## src/rtl/tdc_uart_rx.sv

```systemverilog
// tdc_uart_rx
// UART receiver (8N1, LSB first) for a TDC's serial output. On top of that it
// assembles measurement frames of the form SYNC_BYTE + FRAME_BYTES payload
// bytes, where the payload is sent MSB first.
//
// Ports
//   clk        : single clock; all logic runs on its rising edge
//   rst_n      : asynchronous active-low reset
//   rx         : serial line, idle high, asynchronous to clk
//   byte_data  : last correctly received byte
//   byte_valid : one-cycle strobe marking a new byte_data
//   meas       : last complete measurement (8*FRAME_BYTES bits)
//   meas_valid : one-cycle strobe marking a new meas; it coincides with the
//                byte_valid of the last payload byte
//   frame_err  : one-cycle strobe on a stop-bit error or an inter-byte timeout
//   busy       : bit engine not idle, or the assembler is inside a frame
module tdc_uart_rx #(
   parameter int          CLKS_PER_BIT = 87,
   parameter int          FRAME_BYTES  = 2,
   parameter logic [7:0]  SYNC_BYTE    = 8'hA5,
   parameter int          TIMEOUT_BITS = 20
) (
   input  logic                     clk,
   input  logic                     rst_n,
   input  logic                     rx,
   output logic [7:0]               byte_data,
   output logic                     byte_valid,
   output logic [8*FRAME_BYTES-1:0] meas,
   output logic                     meas_valid,
   output logic                     frame_err,
   output logic                     busy
);

   localparam int CW      = $clog2(CLKS_PER_BIT);
   localparam int GAP_MAX = TIMEOUT_BITS * CLKS_PER_BIT;
   localparam int GW      = $clog2(GAP_MAX + 1);
   localparam int IW      = (FRAME_BYTES > 1) ? $clog2(FRAME_BYTES) : 1;
   localparam int MW      = 8 * FRAME_BYTES;

   localparam logic [CW-1:0] HALF     = CW'(CLKS_PER_BIT / 2);
   localparam logic [CW-1:0] LAST     = CW'(CLKS_PER_BIT - 1);
   localparam logic [GW-1:0] GAP_TOP  = GW'(GAP_MAX);
   localparam logic [GW-1:0] GAP_TRIP = GW'(GAP_MAX - 1);
   localparam logic [IW-1:0] IDX_LAST = IW'(FRAME_BYTES - 1);

   typedef enum logic [2:0] {IDLE, START, DATA, STOP, WAIT_HIGH} bit_state_t;
   typedef enum logic       {HUNT, COLLECT} asm_state_t;

   bit_state_t st, st_nxt;
   asm_state_t a_st, a_nxt;

   // ---------------------------------------------------------------- sync
   // sync_ok marks when rxs carries real line data rather than its reset
   // value. rxs_hi only becomes 1 once the real line has been seen high, so a
   // line held low across reset can never look like a start bit.
   logic       rx_meta, rxs, rxs_hi;
   logic [1:0] sync_ok;
   logic       fall;

   always_ff @(posedge clk or negedge rst_n) begin
      if (!rst_n) begin
         rx_meta <= 1'b1;
         rxs     <= 1'b1;
         sync_ok <= 2'b00;
         rxs_hi  <= 1'b0;
      end else begin
         rx_meta <= rx;
         rxs     <= rx_meta;
         sync_ok <= {sync_ok[0], 1'b1};
         rxs_hi  <= sync_ok[1] & rxs;
      end
   end

   assign fall = rxs_hi & ~rxs;

   // ---------------------------------------------------------- bit engine
   logic [CW-1:0] cnt;
   logic [2:0]    bit_idx;
   logic [7:0]    shreg;
   logic          cnt_clr, smp, rx_done, stop_err;

   always_ff @(posedge clk or negedge rst_n) begin
      if (!rst_n) st <= IDLE;
      else        st <= st_nxt;
   end

   always_comb begin
      st_nxt   = st;
      cnt_clr  = 1'b0;
      smp      = 1'b0;
      rx_done  = 1'b0;
      stop_err = 1'b0;
      case (st)
         IDLE: begin
            if (fall) begin
               st_nxt  = START;
               cnt_clr = 1'b1;
            end
         end
         START: begin
            if (cnt == HALF) begin
               cnt_clr = 1'b1;
               st_nxt  = rxs ? IDLE : DATA;  // high at mid-start is a glitch
            end
         end
         DATA: begin
            if (cnt == LAST) begin
               cnt_clr = 1'b1;
               smp     = 1'b1;
               if (bit_idx == 3'd7) st_nxt = STOP;
            end
         end
         STOP: begin
            if (cnt == LAST) begin
               cnt_clr = 1'b1;
               if (rxs) begin
                  rx_done = 1'b1;
                  st_nxt  = IDLE;
               end else begin
                  stop_err = 1'b1;
                  st_nxt   = WAIT_HIGH;
               end
            end
         end
         WAIT_HIGH: begin
            if (rxs) st_nxt = IDLE;
         end
         default: st_nxt = IDLE;
      endcase
   end

   always_ff @(posedge clk or negedge rst_n) begin
      if (!rst_n) begin
         cnt     <= '0;
         bit_idx <= '0;
         shreg   <= '0;
      end else begin
         if (cnt_clr || st == IDLE || st == WAIT_HIGH) cnt <= '0;
         else                                          cnt <= cnt + 1'b1;

         if (st == IDLE || st == START)  bit_idx <= '0;
         else if (smp)                   bit_idx <= (bit_idx == 3'd7) ? 3'd0 : bit_idx + 3'd1;

         if (smp) shreg <= {rxs, shreg[7:1]};
      end
   end

   // ----------------------------------------------------- frame assembler
   // The assembler acts on rx_done (the cycle before byte_valid) so that
   // meas_valid and byte_valid leave their registers on the same edge.
   logic [IW-1:0] idx;
   logic [GW-1:0] gap;
   logic [MW-1:0] acc, acc_nxt;
   logic          tmo, fin;

   assign acc_nxt = (acc << 8) | MW'(shreg);
   assign fin     = (a_st == COLLECT) && rx_done && (idx == IDX_LAST);
   // A byte landing on the trip cycle wins over the timeout.
   assign tmo     = (a_st == COLLECT) && !rx_done && (gap == GAP_TRIP);

   always_ff @(posedge clk or negedge rst_n) begin
      if (!rst_n) a_st <= HUNT;
      else        a_st <= a_nxt;
   end

   always_comb begin
      a_nxt = a_st;
      case (a_st)
         HUNT:    if (rx_done && shreg == SYNC_BYTE) a_nxt = COLLECT;
         COLLECT: if (stop_err || tmo || fin)        a_nxt = HUNT;
         default: a_nxt = HUNT;
      endcase
   end

   always_ff @(posedge clk or negedge rst_n) begin
      if (!rst_n) begin
         idx        <= '0;
         gap        <= '0;
         acc        <= '0;
         meas       <= '0;
         meas_valid <= 1'b0;
         byte_data  <= '0;
         byte_valid <= 1'b0;
         frame_err  <= 1'b0;
      end else begin
         byte_valid <= rx_done;
         if (rx_done) byte_data <= shreg;

         // stop error and timeout cannot both be pending as two pulses:
         // they share this single registered strobe
         frame_err <= stop_err | tmo;

         meas_valid <= fin;
         if (fin) meas <= acc_nxt;

         if (a_st != COLLECT || fin) idx <= '0;
         else if (rx_done)           idx <= idx + 1'b1;

         if (a_st != COLLECT)    acc <= '0;
         else if (rx_done)       acc <= acc_nxt;

         // gap counter: idle in HUNT, restarts on every accepted byte, saturates
         if (a_st == HUNT || rx_done) gap <= '0;
         else if (gap != GAP_TOP)     gap <= gap + 1'b1;
      end
   end

   assign busy = (st != IDLE) || (a_st != HUNT);

endmodule

```

## config.mk

```make
export PLATFORM = sky130hd
export DESIGN_NAME = tdc_uart_rx
export DESIGN_NICKNAME = d
export VERILOG_FILES = /design/src/rtl/tdc_uart_rx.sv
export SDC_FILE = /design/constraint.sdc
export NUM_CORES = 1
export LEC_CHECK = 0
export CORE_UTILIZATION = 56
export DETAILED_ROUTE_END_ITERATION = 16
export DONT_BUFFER_PORTS = 1
export PLACE_DENSITY = 0.74
export SKIP_CTS_REPAIR_TIMING = 1
export SYNTH_ARGS = -nofsm -noshare
export SYNTH_HDL_FRONTEND = slang
export SYNTH_SLANG_ARGS = --single-unit
```

## constraint.sdc

```tcl
create_clock -name clk -period 1.65 [get_ports clk]
set_input_delay 0.33 -clock clk [delete_from_list [all_inputs] [get_ports clk]]
set_output_delay 0.33 -clock clk [all_outputs]
set_load 0.1 [all_outputs]
```

==> flow_metrics.tcl, run 1 <==
set metrics [dict create \
    initial_core_util_pct 59.7 \
    grt_first_pass_wirelength_um 9600 \
    timing.critical_path.buf_inv 2 \
    critPathRequiredTime_ns 1.87 \
    drive_gt1_share_pct 41.7 \
    utilization_pct 79.5 \
    netlist_area_mm2 0.00315 \
    wirelength_um 7180 \
    hpwlAfterDp_um 3780 \
    worst_path_max_delay_cell "dfrtp_1" \
    timing.hold.ws_ns -0.333 \
    rr_endpoint "meas[7]" \
    yosys-top-cells-area "dfrtp_1, mux2_2, mux2i_1" \
    ir_drop_v 0.000821 \
    detail-route-antenna-nets 0 \
    cp_max_fo 8 \
    synth_top_family_by_area "multiplexers" \
    cts_tree "yes" \
    outcome "finished with violations" \
    power_leakage_nw 1.97 \
    yosysTopAreaCell "dfrtp_1" \
    path_delay_family "simple AND/OR/NAND/NOR gates" \
    synth_cell_types 39 \
    nNetsFinal 329 \
    cts.path.max_buffers 2 \
    worstSkewPairLatency_ns 0.35 \
    powerDensity_mw_per_mm2 983 \
    synthSimpleGateAreaFrac_pct 13.3 \
    htreeDepth 3 \
    critPathLaunchType "flop" \
    ys.warnings.count 0 \
    grt_antenna_before_repair 0 \
    hold_violations 74 \
    placed_cell_area_mm2 0.00362 \
    area_growth_pct 33.2 \
    ys_ff_latch 74 \
    synth.avg_cell_area_um2 12.4 \
    end_kind "flop" \
    design_area_mm2 0.00419 \
    setup_slack_ns -0.203 \
    synthFlopType "dfrtp_1" \
    synth_compound_area_share_pct 2.55 \
    drv_slew 0 \
    yosys.area.top_type_share_pct 57.3 \
    synth_commonest_cells "dfrtp_1, nor2_1, mux2_2, mux2i_1, nand3_1" \
    vias 2201 \
    synthArstFlopShare_pct 100 \
    period_minus_slack_ns 1.85 \
    skew_ns 0.0133 \
    rsz0062_at_grt "yes" \
    overflow 0 \
    worst-r2r-cell-count 7 \
    synthXorXnorAreaFrac_pct 3.90 \
    crit_arrival_ns 2.08 \
    synthCells 253 \
    place.gp.congestion 0.783 \
    drtIter0Drc 97 \
    dieArea_mm2 0.00592 \
    setup_viol 60 \
    fmax_ghz 0.540 \
    avgViaCountPerCell 5.59 \
    cts_root_buf "clkbuf_8" \
    grt_pass1_vias 2008 \
    path_clk_slew_ns 0.08 \
    syn_nets 262 \
    row_count 26 \
    dr.pass1.iters 4 \
    cts.sinks 74 \
    die_y_um 76.9 \
    worstPathCellList "inv_1 > ha_2 > nand4bb_4 > nor3_4 > and3_4 > clkbuf_16 > mux2_4" \
    core_mm2 0.00527 \
    drv_cap 0 \
    antenna_cells 0 \
    r2r_setup_slack_ns -0.20 \
    synthAdderAreaFrac_pct 2.39 \
    wl_per_cell_um 18.2 \
    slowest_delay_ns 0.40 \
    seq_area_frac_synth_pct 58.9 \
    finalCritPeriodShare_pct 112 \
    violations "hold timing, setup timing" \
    io_pins 31 \
    grt_use_total_pct 21.5 \
    worstSetupPathType "reg -> reg" \
    cts_buffers 9 \
    yosysMostFrequentCell "dfrtp_1" \
    drc_errors 0 \
    yosys-mux-area-fraction_pct 15.9 \
    synth_edf_count 0 \
    r2r-start "cnt[0]" \
    port-buffer-count 0 \
    hold_path.class "in -> async" \
    grt_max_degree 75 \
    die_x_um 76.9 \
]
[report_power, final]
part | total (mW) | switching, mW | leakage (nW) | internal (mW)
logic | 0.688 | 0.376 | 0.868 | 0.312
clock network | 1.43 | 0.661 | 0.101 | 0.773
registers | 2.00 | 0.0795 | 1.01 | 1.92
total | 4.12 | 1.12 | 1.97 | 3.00
[final cells by class]
type	instances	area, um^2
timing repair buffer	65	609
multi-input combinational	161	1400
clock inverter	4	51.3
sequential	74	1850
tap	70	87.6
fill	305	1080
clock buffer	11	151
inverter	9	33.8
[registers in the layout, indices dropped and copies added (netlist names), 2 cells and up]
name	cells
meas	16
gap	11
acc	8
byte_data	8
shreg	8
cnt	7
bit_idx	3
st	3
sync_ok	2
[per-stage QoR]
| step | setup slack (ns) | total power [mW] | hold slack [ns] | setup TNS, ns | std cells |
|---|---|---|---|---|---|
| 2_1_floorplan | -0.0779 | 2.36 | 0.0344 | -0.668 | 253 |
| 3_3_place_gp | -0.103 | 2.58 | 0.0364 | -4.09 | 369 |
| 3_5_place_dp | -0.188 | 2.59 | 0.0364 | -7.46 | 369 |
| 4_1_cts | -0.243 | 4.01 | -0.342 | -9.93 | 384 |
| 5_1_grt | -0.255 | 4.27 | -0.350 | -10.96 | 394 |
| 6_report | -0.203 | 4.12 | -0.333 | -7.64 | 394 |
[cells in the final DEF, fill, tap and decap left out, types with 4 or more instances in the layout]
| master | n |
|---|---|
| inv_1 | 9 |
| o21ai_0 | 5 |
| nor2_1 | 31 |
| ha_1 | 4 |
| mux2i_1 | 14 |
| mux2_2 | 7 |
| nor3_1 | 5 |
| dfrtp_1 | 72 |
| buf_4 | 48 |
| mux2_4 | 25 |
| and3_1 | 4 |
| clkbuf_8 | 11 |
| nand3_1 | 9 |
| xnor2_1 | 11 |
| buf_6 | 11 |
| nand2_1 | 5 |
[cells by family after synthesis]
family	after synthesis
simple gates	81
flops	74
mux	46
buf+inv	18
xor+xnor	14
compound gates	13
fa+ha+maj	6
other cells	1
[how the worst max path moves through the flow]
stage                     startpoint       end  cells after the start  slack (ns)
final                         cnt[0]   meas[7]                      7       -0.20
after global routing          cnt[0]   meas[7]                      7       -0.25
after CTS                     cnt[0]    gap[3]                      8       -0.24
after detailed placement      cnt[0]    gap[3]                      8       -0.19
after global placement           rxs  meas[12]                      5       -0.10
after floorplan                st[2]   meas[0]                      7       -0.08
[layer usage]
metal	wire [um]	global-route usage, %
met1	3340	29.9
met3	352	5.60
met4	106	9.23
met2	3390	32.1
met5	0	0
[worst reg2reg max path: cells and delay by family (launching register included)]
kind          cells  cell delay [ns]
simple gates      3             0.59
flops             1             0.40
mux               1             0.31
buf+inv           2             0.24
fa+ha+maj         1             0.20
No activity file was read; power rests on OpenSTA's default activity.
==> inputs of run 2 (changes only) <==
--- a/config.mk
+++ b/config.mk
@@ -5,10 +5,11 @@
 export SDC_FILE = /design/constraint.sdc
 export NUM_CORES = 1
 export LEC_CHECK = 0
-export CORE_UTILIZATION = 56
+export CORE_UTILIZATION = 59
+export CTS_BUF_LIST = sky130_fd_sc_hd__clkbuf_8
 export DETAILED_ROUTE_END_ITERATION = 16
 export DONT_BUFFER_PORTS = 1
-export PLACE_DENSITY = 0.74
+export PLACE_DENSITY = 0.78
 export SKIP_CTS_REPAIR_TIMING = 1
 export SYNTH_ARGS = -nofsm -noshare
 export SYNTH_HDL_FRONTEND = slang
==> constraint.sdc (replaced) <==
create_clock -name clk -period 1.5 [get_ports clk]
set_input_delay 0.3 -clock clk [delete_from_list [all_inputs] [get_ports clk]]
set_output_delay 0.3 -clock clk [all_outputs]
set_load 0.1 [all_outputs]
==> flow_metrics.tcl, run 2 (synthesis gave the netlist of run 1 again) <==
set metrics [dict create \
    stdcell_count 398 \
    regMostFlops "meas" \
    rsz0062_at_grt "yes" \
    wirelength_um 6990 \
    design_area_mm2 0.00429 \
    end_kind "flop" \
    gr-usage-met3_pct 4.28 \
    dr.pass1.iters 6 \
    nNetsFinal 332 \
    row_count 26 \
    fmax_ghz 0.529 \
    hold_path.class "in -> async" \
    dieArea_mm2 0.00563 \
    placed_cell_area_mm2 0.00390 \
    timing.hold.ws_ns -0.359 \
    critPathRequiredTime_ns 1.73 \
    powerDensity_mw_per_mm2 1070 \
    outcome "finished with violations" \
    cts_buffers 9 \
    grt_pass1_vias 2085 \
    grt_max_degree 75 \
    initial_core_util_pct 61.6 \
    layout_commonest_cell "dfrtp_1" \
    worstSetupPathType "reg -> reg" \
    violations "hold timing, setup timing" \
    power_leakage_nw 2.01 \
    vias 2216 \
    grt_first_pass_wirelength_um 9830 \
    met1_usage_pct 29.9 \
    grt.busiest_layer "met2" \
    path_clk_slew_ns 0.08 \
    port-buffer-count 0 \
    fin_setup_tns_ns -20.24 \
    worst_path_max_delay_cell "dfrtp_1" \
    core_mm2 0.00511 \
    worstPathCellList "inv_1 > ha_1 > nand4bb_1 > nor3_4 > and3_4 > buf_12 > mux2_2" \
    cts_tree "yes" \
    avgViaCountPerCell 5.57 \
    skew_ns 0.0159 \
    overflow 0 \
    die_x_um 75.0 \
    largestRegisters "meas x16, gap x11" \
    cts.sinks 74 \
    detail-route-antenna-nets 0 \
    drc_errors 0 \
    cts.path.max_buffers 2 \
    place.gp.congestion 0.836 \
    placedCellCount 374 \
    slowest_delay_ns 0.41 \
    setup_slack_ns -0.390 \
    drv_cap 0 \
    grt_antenna_before_repair 0 \
    drive_gt1_share_pct 42.7 \
    ir_drop_v 0.000926 \
    drtIter0Drc 158 \
    largest_reg_flops 16 \
    grt_use_total_pct 24.6 \
    critPathLaunchType "flop" \
    hpwlAfterDp_um 4210 \
    final_cell_mix "dfrtp_1, buf_4, nor2_1" \
    finalCritPeriodShare_pct 126 \
    drv_slew 0 \
    cts_root_buf "clkbuf_8" \
    io_pins 31 \
    htreeDepth 3 \
    grt_use_met2_pct 41.9 \
    setup_viol 68 \
    antenna_cells 0 \
    area_growth_pct 36.5 \
    period_minus_slack_ns 1.89 \
    wl_per_cell_um 17.6 \
    cp_max_fo 12 \
    worstSkewPairLatency_ns 0.35 \
    crit_arrival_ns 2.12 \
    hold_violations 74 \
    die_y_um 75.0 \
]
==> run 2: final timing paths <==
check | startpoint | endpoint | slack (ns) | depth (start not counted)
worst min-delay path | rst_n | bit_idx[2] | -0.36 | 0
worst max-delay path | cnt[0] | meas[8] | -0.39 | 7
max in group asynchronous | rst_n | rxs | 1.65 | 0
min in group clk | sync_ok[0] | sync_ok[1] | 0.35 | 0
worst max register to register | cnt[0] | meas[8] | -0.39 | 7
worst min register to register | sync_ok[0] | sync_ok[1] | 0.35 | 0
==> run 2: worst max-delay path: cells and delay by family (launching register included) <==
| kind | cells | cell delay (ns) |
|---|---|---|
| buffers and inverters | 2 | 0.23 |
| flip-flops | 1 | 0.41 |
| adder cells (fa/ha/maj) | 1 | 0.16 |
| AND/OR/NAND/NOR | 3 | 0.61 |
| multiplexers | 1 | 0.35 |
==> run 2: where the power goes <==
group	total [mW]	leakage, nW	switching, mW	internal (mW)
clock network	1.54	0.107	0.735	0.802
registers	2.20	1.01	0.0850	2.11
logic	0.854	0.896	0.453	0.401
==> run 2: per-stage QoR <==
stage	setup WS, ns	util [%]	hold WS [ns]	power, mW
finish	-0.390	84.1	-0.359	4.59
global placement	-0.297	76.4	0.00686	2.89
detailed placement	-0.345	76.4	0.00649	2.92
CTS	-0.352	80.3	-0.366	4.43
global route	-0.433	84.1	-0.374	4.75
floorplan	-0.217	-	0.00441	2.60
==> run 2: metal layers <==
metal / routed length [um] / vias to the layer above
met2: 3750 / 62
li1: - / 1014
met3: 241 / 19
met1: 2800 / 1121
met5: 0 / -
met4: 202 / 0
==> run 2: area by class of cell <==
cell class | count | area [um^2]
clock inverters | 6 | 57.6
inverters | 9 | 33.8
clock buffers | 10 | 138
well taps | 70 | 87.6
flip-flops and latches | 74 | 1850
multi-input cells | 161 | 1340
fillers | 251 | 813
repair buffers | 68 | 787
==> inputs of run 3 (changes only) <==
--- a/config.mk
+++ b/config.mk
@@ -5,11 +5,12 @@
 export SDC_FILE = /design/constraint.sdc
 export NUM_CORES = 1
 export LEC_CHECK = 0
-export CORE_UTILIZATION = 59
+export CAP_MARGIN = 5
+export CORE_UTILIZATION = 55
 export CTS_BUF_LIST = sky130_fd_sc_hd__clkbuf_8
 export DETAILED_ROUTE_END_ITERATION = 16
 export DONT_BUFFER_PORTS = 1
-export PLACE_DENSITY = 0.78
+export PLACE_DENSITY = 0.73
 export SKIP_CTS_REPAIR_TIMING = 1
 export SYNTH_ARGS = -nofsm -noshare
 export SYNTH_HDL_FRONTEND = slang
==> flow_metrics.tcl, run 3 (synthesis gave the netlist of run 1 again) <==
set metrics [dict create \
    critPathLaunchType "flop" \
    drtIter0Drc 183 \
    area_growth_pct 41.9 \
    timing.hold.ws_ns -0.369 \
    dieArea_mm2 0.00603 \
    cts_root_buf "clkbuf_8" \
    grt_use_total_pct 23.2 \
    drc_errors 0 \
    skew_ns 0.0105 \
    worstSkewPairLatency_ns 0.36 \
    cts_tree "yes" \
    path_clk_slew_ns 0.08 \
    grt_antenna_before_repair 0 \
    drive_gt1_share_pct 46.5 \
    end_kind "flop" \
    initial_core_util_pct 57.1 \
    overflow 0 \
    fin_setup_tns_ns -16.32 \
    finalCritPeriodShare_pct 129 \
    crit_arrival_ns 2.18 \
    hold_violations 74 \
    rsz0062_at_grt "yes" \
    detail-route-antenna-nets 0 \
    layout_commonest_cell "dfrtp_1" \
    critPathRequiredTime_ns 1.75 \
    grt_pass1_vias 2227 \
    utilization_pct 81.0 \
    dp_slack_ns -0.318 \
    die_x_um 77.6 \
    outcome "finished with violations" \
    grt_first_pass_wirelength_um 10500 \
    powerDensity_mw_per_mm2 1100 \
    row_count 27 \
    drv_slew 0 \
    period_minus_slack_ns 1.93 \
    avgViaCountPerCell 5.51 \
    power_leakage_nw 2.04 \
    htreeDepth 3 \
    wl_per_cell_um 18.4 \
    path_delay_family "simple AND/OR/NAND/NOR gates" \
    grt_max_degree 75 \
    io_pins 31 \
    dr.pass1.iters 4 \
    worst_path_max_delay_cell "dfstp_2" \
    core_mm2 0.00551 \
    nNetsFinal 337 \
    port-buffer-count 0 \
    violations "hold timing, setup timing" \
    worstPathCellList "nand4b_1 > nor3_4 > and3_4 > clkbuf_16 > mux2_2" \
    setup_viol 70 \
    timing.critical_path.buf_inv 1 \
    regMostFlops "meas" \
    r2r_setup_slack_ns -0.43 \
    cp_max_fo 4 \
    drv_cap 0 \
    antenna_cells 0 \
    cts_buffers 9 \
    ir_drop_v 0.000983 \
    slowest_delay_ns 0.56 \
    power_mw 4.89 \
    final_cell_mix "dfrtp_1, buf_4, nor2_1" \
    wirelength_um 7450 \
    die_y_um 77.6 \
    hpwlAfterDp_um 4150 \
    fmax_ghz 0.518 \
    largest_reg_flops 16 \
    cts.sinks 74 \
    stdcell_count 405 \
    hold_path.class "in -> async" \
    largestRegisters "meas x16, gap x11" \
    worstSetupPathType "reg -> reg" \
    vias 2231 \
    cts.path.max_buffers 2 \
    placedCellCount 374 \
    place.gp.congestion 0.859 \
    setup_slack_ns -0.430 \
]
## run 3: cell types whose count changed in the layout (fill, tap and decap cells not counted), sizes merged
cell and delta:
clkinvlp +2, bufinv +1, buf +4, inv -1, clkinv -1
## run 3: worst paths after layout
kind / end / cells after the start / startpoint
max reg2reg: meas[13] / 5 / rxs
min in group clk: sync_ok[1] / 0 / sync_ok[0]
min reg2reg: sync_ok[1] / 0 / sync_ok[0]
max: meas[13] / 5 / rxs
max in group asynchronous: rx_meta / 0 / rst_n
min: meas[0] / 0 / rst_n
## run 3: area by class of cell
| cell class | count | area (um^2) |
|---|---|---|
| sequential | 74 | 1860 |
| multi-input combinational | 161 | 1420 |
| fill | 302 | 1040 |
| timing repair buffer | 73 | 845 |
| clock buffer | 9 | 124 |
| clock inverter | 7 | 93.8 |
| tap | 72 | 90.1 |
| inverter | 9 | 36.3 |
## run 3: through the flow
stage	instance area (um^2)	hold WS (ns)
5_1_grt	4460	-0.376
4_1_cts	4110	-0.379
2_1_floorplan	3220	0.00441
6_report	4460	-0.369
3_3_place_gp	3890	0.00721
3_5_place_dp	3890	0.00663
## run 3: routing by layer
layer / vias to the layer above / global-route usage (%) / part of all wire (%)
met2: 58 / 37.3 / 51
met5: - / 0 / 0
met1: 1123 / 29.6 / 42
met3: 20 / 4.24 / 3.5
met4: 0 / 13.2 / 3.0
li1: 1030 / - / -
## run 3: power breakdown
| group | switching, mW | internal, mW | leakage [nW] |
|---|---|---|---|
| logic | 0.480 | 0.484 | 0.929 |
| registers | 0.0986 | 2.11 | 1.00 |
| clock network | 0.787 | 0.932 | 0.105 |
